===== src/rtl/cam_pkg.sv =====
// Shared types and constants for the camera-side pixel-stream generator.
// Holds the frame FSM encoding, the RGB565 colour-bar palette and pattern codes.
package cam_pkg;

    typedef enum logic [2:0] {IDLE, VSYNC, VBACK, ACTIVE, VFRONT} cam_tx_state_t;

    localparam logic [15:0] BAR_WHITE   = 16'hFFFF;
    localparam logic [15:0] BAR_YELLOW  = 16'hFFE0;
    localparam logic [15:0] BAR_CYAN    = 16'h07FF;
    localparam logic [15:0] BAR_GREEN   = 16'h07E0;
    localparam logic [15:0] BAR_MAGENTA = 16'hF81F;
    localparam logic [15:0] BAR_RED     = 16'hF800;
    localparam logic [15:0] BAR_BLUE    = 16'h001F;
    localparam logic [15:0] BAR_BLACK   = 16'h0000;

    localparam logic [1:0] PAT_BARS    = 2'd0;
    localparam logic [1:0] PAT_RAMP    = 2'd1;
    localparam logic [1:0] PAT_SOLID   = 2'd2;
    localparam logic [1:0] PAT_CHECKER = 2'd3;

    function automatic logic [15:0] bar_color(input logic [2:0] idx);
        case (idx)
            3'd0:    return BAR_WHITE;
            3'd1:    return BAR_YELLOW;
            3'd2:    return BAR_CYAN;
            3'd3:    return BAR_GREEN;
            3'd4:    return BAR_MAGENTA;
            3'd5:    return BAR_RED;
            3'd6:    return BAR_BLUE;
            default: return BAR_BLACK;
        endcase
    endfunction

endpackage


===== src/rtl/cam_stream_gen_pattern.sv =====
// Combinational test-pattern source: active pixel (x, y) -> RGB565 colour.
module cam_pattern_gen #(
    parameter int H_ACTIVE = 160,
    parameter int XW       = 9,
    parameter int YW       = 7
) (
    input  logic [XW-1:0] x,
    input  logic [YW-1:0] y,
    input  logic [1:0]    sel,
    input  logic [15:0]   solid,
    output logic [15:0]   rgb
);
    import cam_pkg::*;

    localparam int BAR_W = H_ACTIVE / 8;

    logic [15:0] xe, ye;
    logic [2:0]  bar;
    logic        unused_ybits;

    assign xe  = 16'(x);
    assign ye  = 16'(y);
    assign bar = 3'(xe / 16'(BAR_W));
    // Only the low row bits feed the ramp and checker patterns.
    assign unused_ybits = ^ye[15:6];

    always_comb begin
        rgb = 16'h0000;
        case (sel)
            PAT_BARS:  rgb = bar_color(bar);
            PAT_RAMP:  rgb = {xe[4:0], ye[5:0], ~xe[4:0]};
            PAT_SOLID: rgb = solid;
            default:   rgb = (xe[3] ^ ye[3]) ? 16'hFFFF : 16'h0000;
        endcase
    end

endmodule


===== src/rtl/cam_stream_gen.sv =====
// OV7670-style transmitter: pclk = clk/2, frame FSM and byte-serialised RGB565.
// Everything but pclk/frame_done advances on the tick (pclk high) cycle.
module cam_stream_gen #(
    parameter int H_ACTIVE    = 160,
    parameter int V_ACTIVE    = 120,
    parameter int H_BLANK     = 16,
    parameter int VSYNC_LINES = 3,
    parameter int V_BACK      = 2,
    parameter int V_FRONT     = 2
) (
    input  logic        clk,
    input  logic        rst,
    input  logic        enable,
    input  logic [1:0]  pattern_sel,
    input  logic [15:0] solid_color,
    output logic        pclk,
    output logic        vsync,
    output logic        href,
    output logic [7:0]  px_data,
    output logic        frame_done,
    output logic        busy
);
    import cam_pkg::*;

    localparam int LINE_LEN = 2 * H_ACTIVE + H_BLANK;
    localparam int VM1 = (VSYNC_LINES > V_BACK) ? VSYNC_LINES : V_BACK;
    localparam int VM2 = (V_ACTIVE > V_FRONT) ? V_ACTIVE : V_FRONT;
    localparam int V_MAX = (VM1 > VM2) ? VM1 : VM2;
    localparam int HW = $clog2(LINE_LEN + 1);
    localparam int VW = $clog2(V_MAX + 1);

    cam_tx_state_t state, nxt_state;
    logic [HW-1:0] hc, nxt_hc;
    logic [VW-1:0] vc, nxt_vc, last_vc;
    logic [1:0]    sel_q;
    logic [15:0]   solid_q, rgb;
    logic          tick, line_end, state_end, nxt_href, latch;

    assign tick      = pclk;
    assign busy      = (state != IDLE);
    assign line_end  = (hc == HW'(LINE_LEN - 1));
    assign state_end = line_end && (vc == last_vc);
    assign latch     = enable && (state == IDLE || (state == VFRONT && state_end));

    always_comb begin
        case (state)
            VSYNC:   last_vc = VW'(VSYNC_LINES - 1);
            VBACK:   last_vc = VW'(V_BACK - 1);
            ACTIVE:  last_vc = VW'(V_ACTIVE - 1);
            VFRONT:  last_vc = VW'(V_FRONT - 1);
            default: last_vc = '0;
        endcase
    end

    always_comb begin
        nxt_state = state;
        nxt_hc    = hc;
        nxt_vc    = vc;
        if (state == IDLE) begin
            if (enable) begin
                nxt_state = VSYNC;
                nxt_hc    = '0;
                nxt_vc    = '0;
            end
        end else begin
            nxt_hc = line_end ? '0 : hc + HW'(1);
            if (line_end) nxt_vc = state_end ? '0 : vc + VW'(1);
            if (state_end) begin
                case (state)
                    VSYNC:   nxt_state = VBACK;
                    VBACK:   nxt_state = ACTIVE;
                    ACTIVE:  nxt_state = VFRONT;
                    default: nxt_state = enable ? VSYNC : IDLE;
                endcase
            end
        end
    end

    // Outputs are registered from the next-state view so they line up with hc/vc.
    assign nxt_href = (nxt_state == ACTIVE) && (nxt_hc < HW'(2 * H_ACTIVE));

    cam_pattern_gen #(.H_ACTIVE(H_ACTIVE), .XW(HW), .YW(VW)) u_pattern (
        .x     (nxt_hc >> 1),
        .y     (nxt_vc),
        .sel   (sel_q),
        .solid (solid_q),
        .rgb   (rgb)
    );

    always_ff @(posedge clk) begin
        if (rst) begin
            pclk       <= 1'b0;
            state      <= IDLE;
            hc         <= '0;
            vc         <= '0;
            vsync      <= 1'b0;
            href       <= 1'b0;
            px_data    <= 8'h00;
            frame_done <= 1'b0;
            sel_q      <= 2'd0;
            solid_q    <= 16'h0000;
        end else begin
            pclk       <= ~pclk;
            // Registered one cycle early so the pulse sits in the final VFRONT tick.
            frame_done <= ~pclk && (state == VFRONT) && state_end;
            if (tick) begin
                state   <= nxt_state;
                hc      <= nxt_hc;
                vc      <= nxt_vc;
                vsync   <= (nxt_state == VSYNC);
                href    <= nxt_href;
                px_data <= nxt_href ? (nxt_hc[0] ? rgb[7:0] : rgb[15:8]) : 8'h00;
                if (latch) begin
                    sel_q   <= pattern_sel;
                    solid_q <= solid_color;
                end
            end
        end
    end

endmodule


===== config.mk =====
export PLATFORM = sky130hd
export DESIGN_NAME = cam_stream_gen
export DESIGN_NICKNAME = d
export VERILOG_FILES = /design/src/rtl/cam_pkg.sv /design/src/rtl/cam_stream_gen_pattern.sv /design/src/rtl/cam_stream_gen.sv
export SDC_FILE = /design/constraint.sdc
export NUM_CORES = 1
export LEC_CHECK = 0
export ABC_CLOCK_PERIOD_IN_PS = 11100
export CORE_ASPECT_RATIO = 0.8
export CORE_MARGIN = 1
export CORE_UTILIZATION = 62
export DETAILED_ROUTE_END_ITERATION = 8
export HOLD_SLACK_MARGIN = 0.03
export PLACE_DENSITY = 0.85
export SKIP_LAST_GASP = 1
export SYNTH_ARGS = -nofsm -noshare
export SYNTH_HDL_FRONTEND = slang
export SYNTH_SLANG_ARGS = --single-unit

===== constraint.sdc =====
create_clock -name clk -period 11.1 [get_ports clk]
set_clock_uncertainty 0.05 [all_clocks]
set_input_delay 1.11 -clock clk [delete_from_list [all_inputs] [get_ports clk]]
set_output_delay 1.11 -clock clk [all_outputs]
set_load 0.01 [all_outputs]

==> impl_metrics.py <==
metrics = {
    "outcome": {
        "status": "completed",
    },
    "placed_design": {
        "gp_congestion": 0.951,
        "place_ws_ps": 5740,
        "port_buffers": 33,
        "dpl.hpwl_um": 7260,
    },
    "logic_synthesis": {
        "synth_area_leader_cell": "dfxtp_1",
        "netlist_instances": 485,
        "synth_top_family_by_area": "compound AO/OA/AOI/OAI gates",
        "synth_mux_area_share_pct": 6.71,
        "async_reset_ff_share_pct": 0,
        "syn_avg_cell_area_sq_um": 7.30,
        "ys.flop_type": "dfxtp_1",
        "synthAdderAreaFrac_pct": 1.06,
        "synth_compound_area_share_pct": 31.6,
        "synthTopCellsByArea": "dfxtp_1 (28%), o21ai_0 (6.5%), a21oi_1 (6.4%), nor2_1 (6.4%), nand2_1 (5.4%)",
        "synth.distinct_cells": 69,
        "yosysSeqAreaShare_pct": 27.7,
        "syn_area_sq_mm": 0.00354,
        "yosysWarnings": 0,
        "synth_xor_area_share_pct": 0.989,
        "synth_top_area_share_pct": 27.7,
        "synth_simple_gate_area_share_pct": 26.4,
        "synth_edf_count": 0,
        "ys_ff_latch": 49,
        "synth_nets": 509,
    },
    "worst_hold_path": {
        "hold_class": "reg2reg",
    },
    "clock_tree": {
        "cts_sinks": 49,
        "clk_path_buf_depth": 2,
        "clock-root-buffer": "clkbuf_8",
        "clkSlewWorstSetupHoldPaths_ps": 110,
        "cts_hold_buffers": 0,
        "numCtsBuffers": 5,
        "cts_resized": 0,
        "htreeDepth": 2,
        "cts_tree": "yes",
        "clk_latency_ps": 320,
        "cts_setup_buffers": 0,
    },
    "power_and_ir_drop": {
        "peakVddDrop_mv": 0.0655,
        "p_comb_share_pct": 13.5,
        "internal_power_w": 0.000248,
        "clkPwrFrac_pct": 33.5,
        "seqPwrFrac_pct": 53.0,
        "p_per_area_mw_per_mm2": 89.5,
        "power_switching_w": 0.000104,
        "power.share.switching_pct": 29.6,
        "p_leak_nw": 1.39,
    },
    "timing": {
        "finalHoldViolCount": 0,
        "tightest_slew_ps": 1080,
        "setup_violations": 0,
        "fmax_ghz": 0.192,
        "drv_slew": 0,
        "tns_ps": 0,
        "min_period_ps": 5200,
        "fin_crit_sh_pct": 46.8,
        "maxSlewHeadroom_pct": 28.2,
        "layout_setup_ws_ps": 5900,
        "rsz0062_at_grt": "false",
    },
    "route": {
        "drtAntennaViolNets": 0,
        "routed_via_density": 6.73,
        "num_vias": 3848,
        "drt_iter0_drc": 513,
        "drt_first_pass_iters": 5,
        "route.final.wire_length_um": 10100,
        "drc": 0,
        "wire_per_inst_um": 17.6,
    },
    "final_layout": {
        "fillers": 450,
        "final_nets": 517,
        "area_growth_pct": 11.1,
        "multi_input_comb_area_sq_mm": 0.00236,
        "drive_gt1_share_pct": 6.07,
        "most-common-layout-cells": "nor2_1 (60), nand2_1 (51), dfxtp_1 (49)",
        "final_common_cell": "nor2_1",
        "seq_area_sq_um": 981,
        "post-route-util_pct": 72.0,
        "n_antenna_cell": 0,
    },
    "die": {
        "die_w_um": 86.5,
        "ios": 34,
        "die_area_sq_mm": 0.00602,
        "fp.coreArea_sq_mm": 0.00547,
        "std_cell_rows": 24,
        "start_util_pct": 64.8,
        "die_h_um": 69.6,
    },
    "grt": {
        "grt_overflow_total": 0,
        "antenna_found_initial": 0,
        "grt_usage_pct": 34.3,
        "first_global_vias": 3371,
        "grt_max_degree": 32,
        "grt_pass1_wl_um": 16500,
    },
    "worst_setup_path": {
        "worst_ep_required_time_ps": 11310,
        "critPathKind": "in2reg",
        "worstSetupStartpointType": "primary input",
        "crit_path_max_fanout": 10,
        "endpoint_kind": "flip-flop",
        "arrival_ps": 5410,
    },
    "run": {
        "maxCapViolations": 0,
    },
}
[critical path, cell delays in order]
cell and delay (ps):
clkdlybuf4s50_1 590, nor4_2 750, nand2_1 170, o31ai_1 170
nor2_2 170, inv_2 200, ha_1 310, nand2b_1 310
a211oi_1 270, a31oi_1 80, a311o_1 400, a2111oi_0 290
a311o_1 350, nor2_1 90, a21oi_1 130
[through the flow]
stage	total power, W	std cells	area (sq um)	hold slack [ps]
final	0.000352	572	3940	408
after global routing	0.000365	572	3940	438
after CTS	0.000353	572	3940	406
after detailed placement	0.000237	564	3840	391
after global placement	0.000235	564	3840	389
after floorplan	0.000220	485	3540	405
[registers in the layout, indices dropped and copies added (netlist names)]
signal,cells
solid_q,16
hc,9
px_data,8
vc,7
state,3
sel_q,2
frame_done,1
href,1
pclk,1
vsync,1
[layout make-up]
cell class | instances | share of cell area [%]
Clock buffer | 5 | 1.75
Timing Repair Buffer | 36 | 8.97
Clock inverter | 3 | 0.731
Tap cell | 78 | 2.48
Sequential cell | 49 | 24.9
Multi-Input combinational cell | 390 | 60.1
Inverter | 11 | 1.05
[synth_stat cells (3+ instances only)]
| master | instances |
|---|---|
| a211oi_1 | 7 |
| a21o_1 | 3 |
| a21oi_1 | 45 |
| a221oi_1 | 3 |
| a22o_1 | 4 |
| a22oi_1 | 5 |
| a31o_2 | 3 |
| a31oi_1 | 7 |
| and2_1 | 3 |
| and3_1 | 8 |
| and4_1 | 3 |
| buf_2 | 12 |
| clkbuf_1 | 21 |
| dfxtp_1 | 49 |
| ha_1 | 3 |
| inv_1 | 9 |
| mux2_2 | 3 |
| mux2i_1 | 19 |
| nand2_1 | 51 |
| nand2b_1 | 3 |
| nand3_1 | 14 |
| nand4_1 | 9 |
| nor2_1 | 60 |
| nor2b_1 | 3 |
| nor3_1 | 11 |
| nor3b_1 | 4 |
| nor4_1 | 3 |
| o211ai_1 | 4 |
| o21a_1 | 7 |
| o21ai_0 | 46 |
| o21ai_1 | 4 |
| o221ai_1 | 3 |
| o31ai_1 | 6 |
| or3_1 | 4 |
[power groups by stage]
stage          registers [W]  clock network (W)   logic, W
2_1_floorplan       0.000186                  0  0.0000338
3_3_place_gp        0.000190                  0  0.0000449
3_5_place_dp        0.000191                  0  0.0000463
4_1_cts             0.000187           0.000120  0.0000466
5_1_grt             0.000188           0.000125  0.0000520
6_report            0.000187           0.000118  0.0000475
[final timing paths]
path | startpoint | to | slack [ps] | cells past startpoint
hold / removal | href | href | 410 | 2
setup / recovery | enable | px_data[1] | 5900 | 15
setup reg to reg | state[0] | px_data[1] | 6250 | 14
hold reg to reg | href | href | 410 | 2
[cell families (layout without fill, tap and decap cells)]
family	after synthesis	in the layout
AOI/OAI and AO/OA	170	170
xor gates and xnor gates	4	4
adders and majority gates	3	3
buffers and inverters	46	55
DFF	49	49
muxes	23	23
and+or+nand+nor	190	190
[layer usage]
metal,vias up,global-route usage [%],share of wire [%]
met1,1803,49.2,45
li1,1817,-,-
met3,24,4.40,7.6
met5,-,0,0
met2,204,53.4,46
met4,0,10.2,1.7
Power figures use the tool's default switching activity.
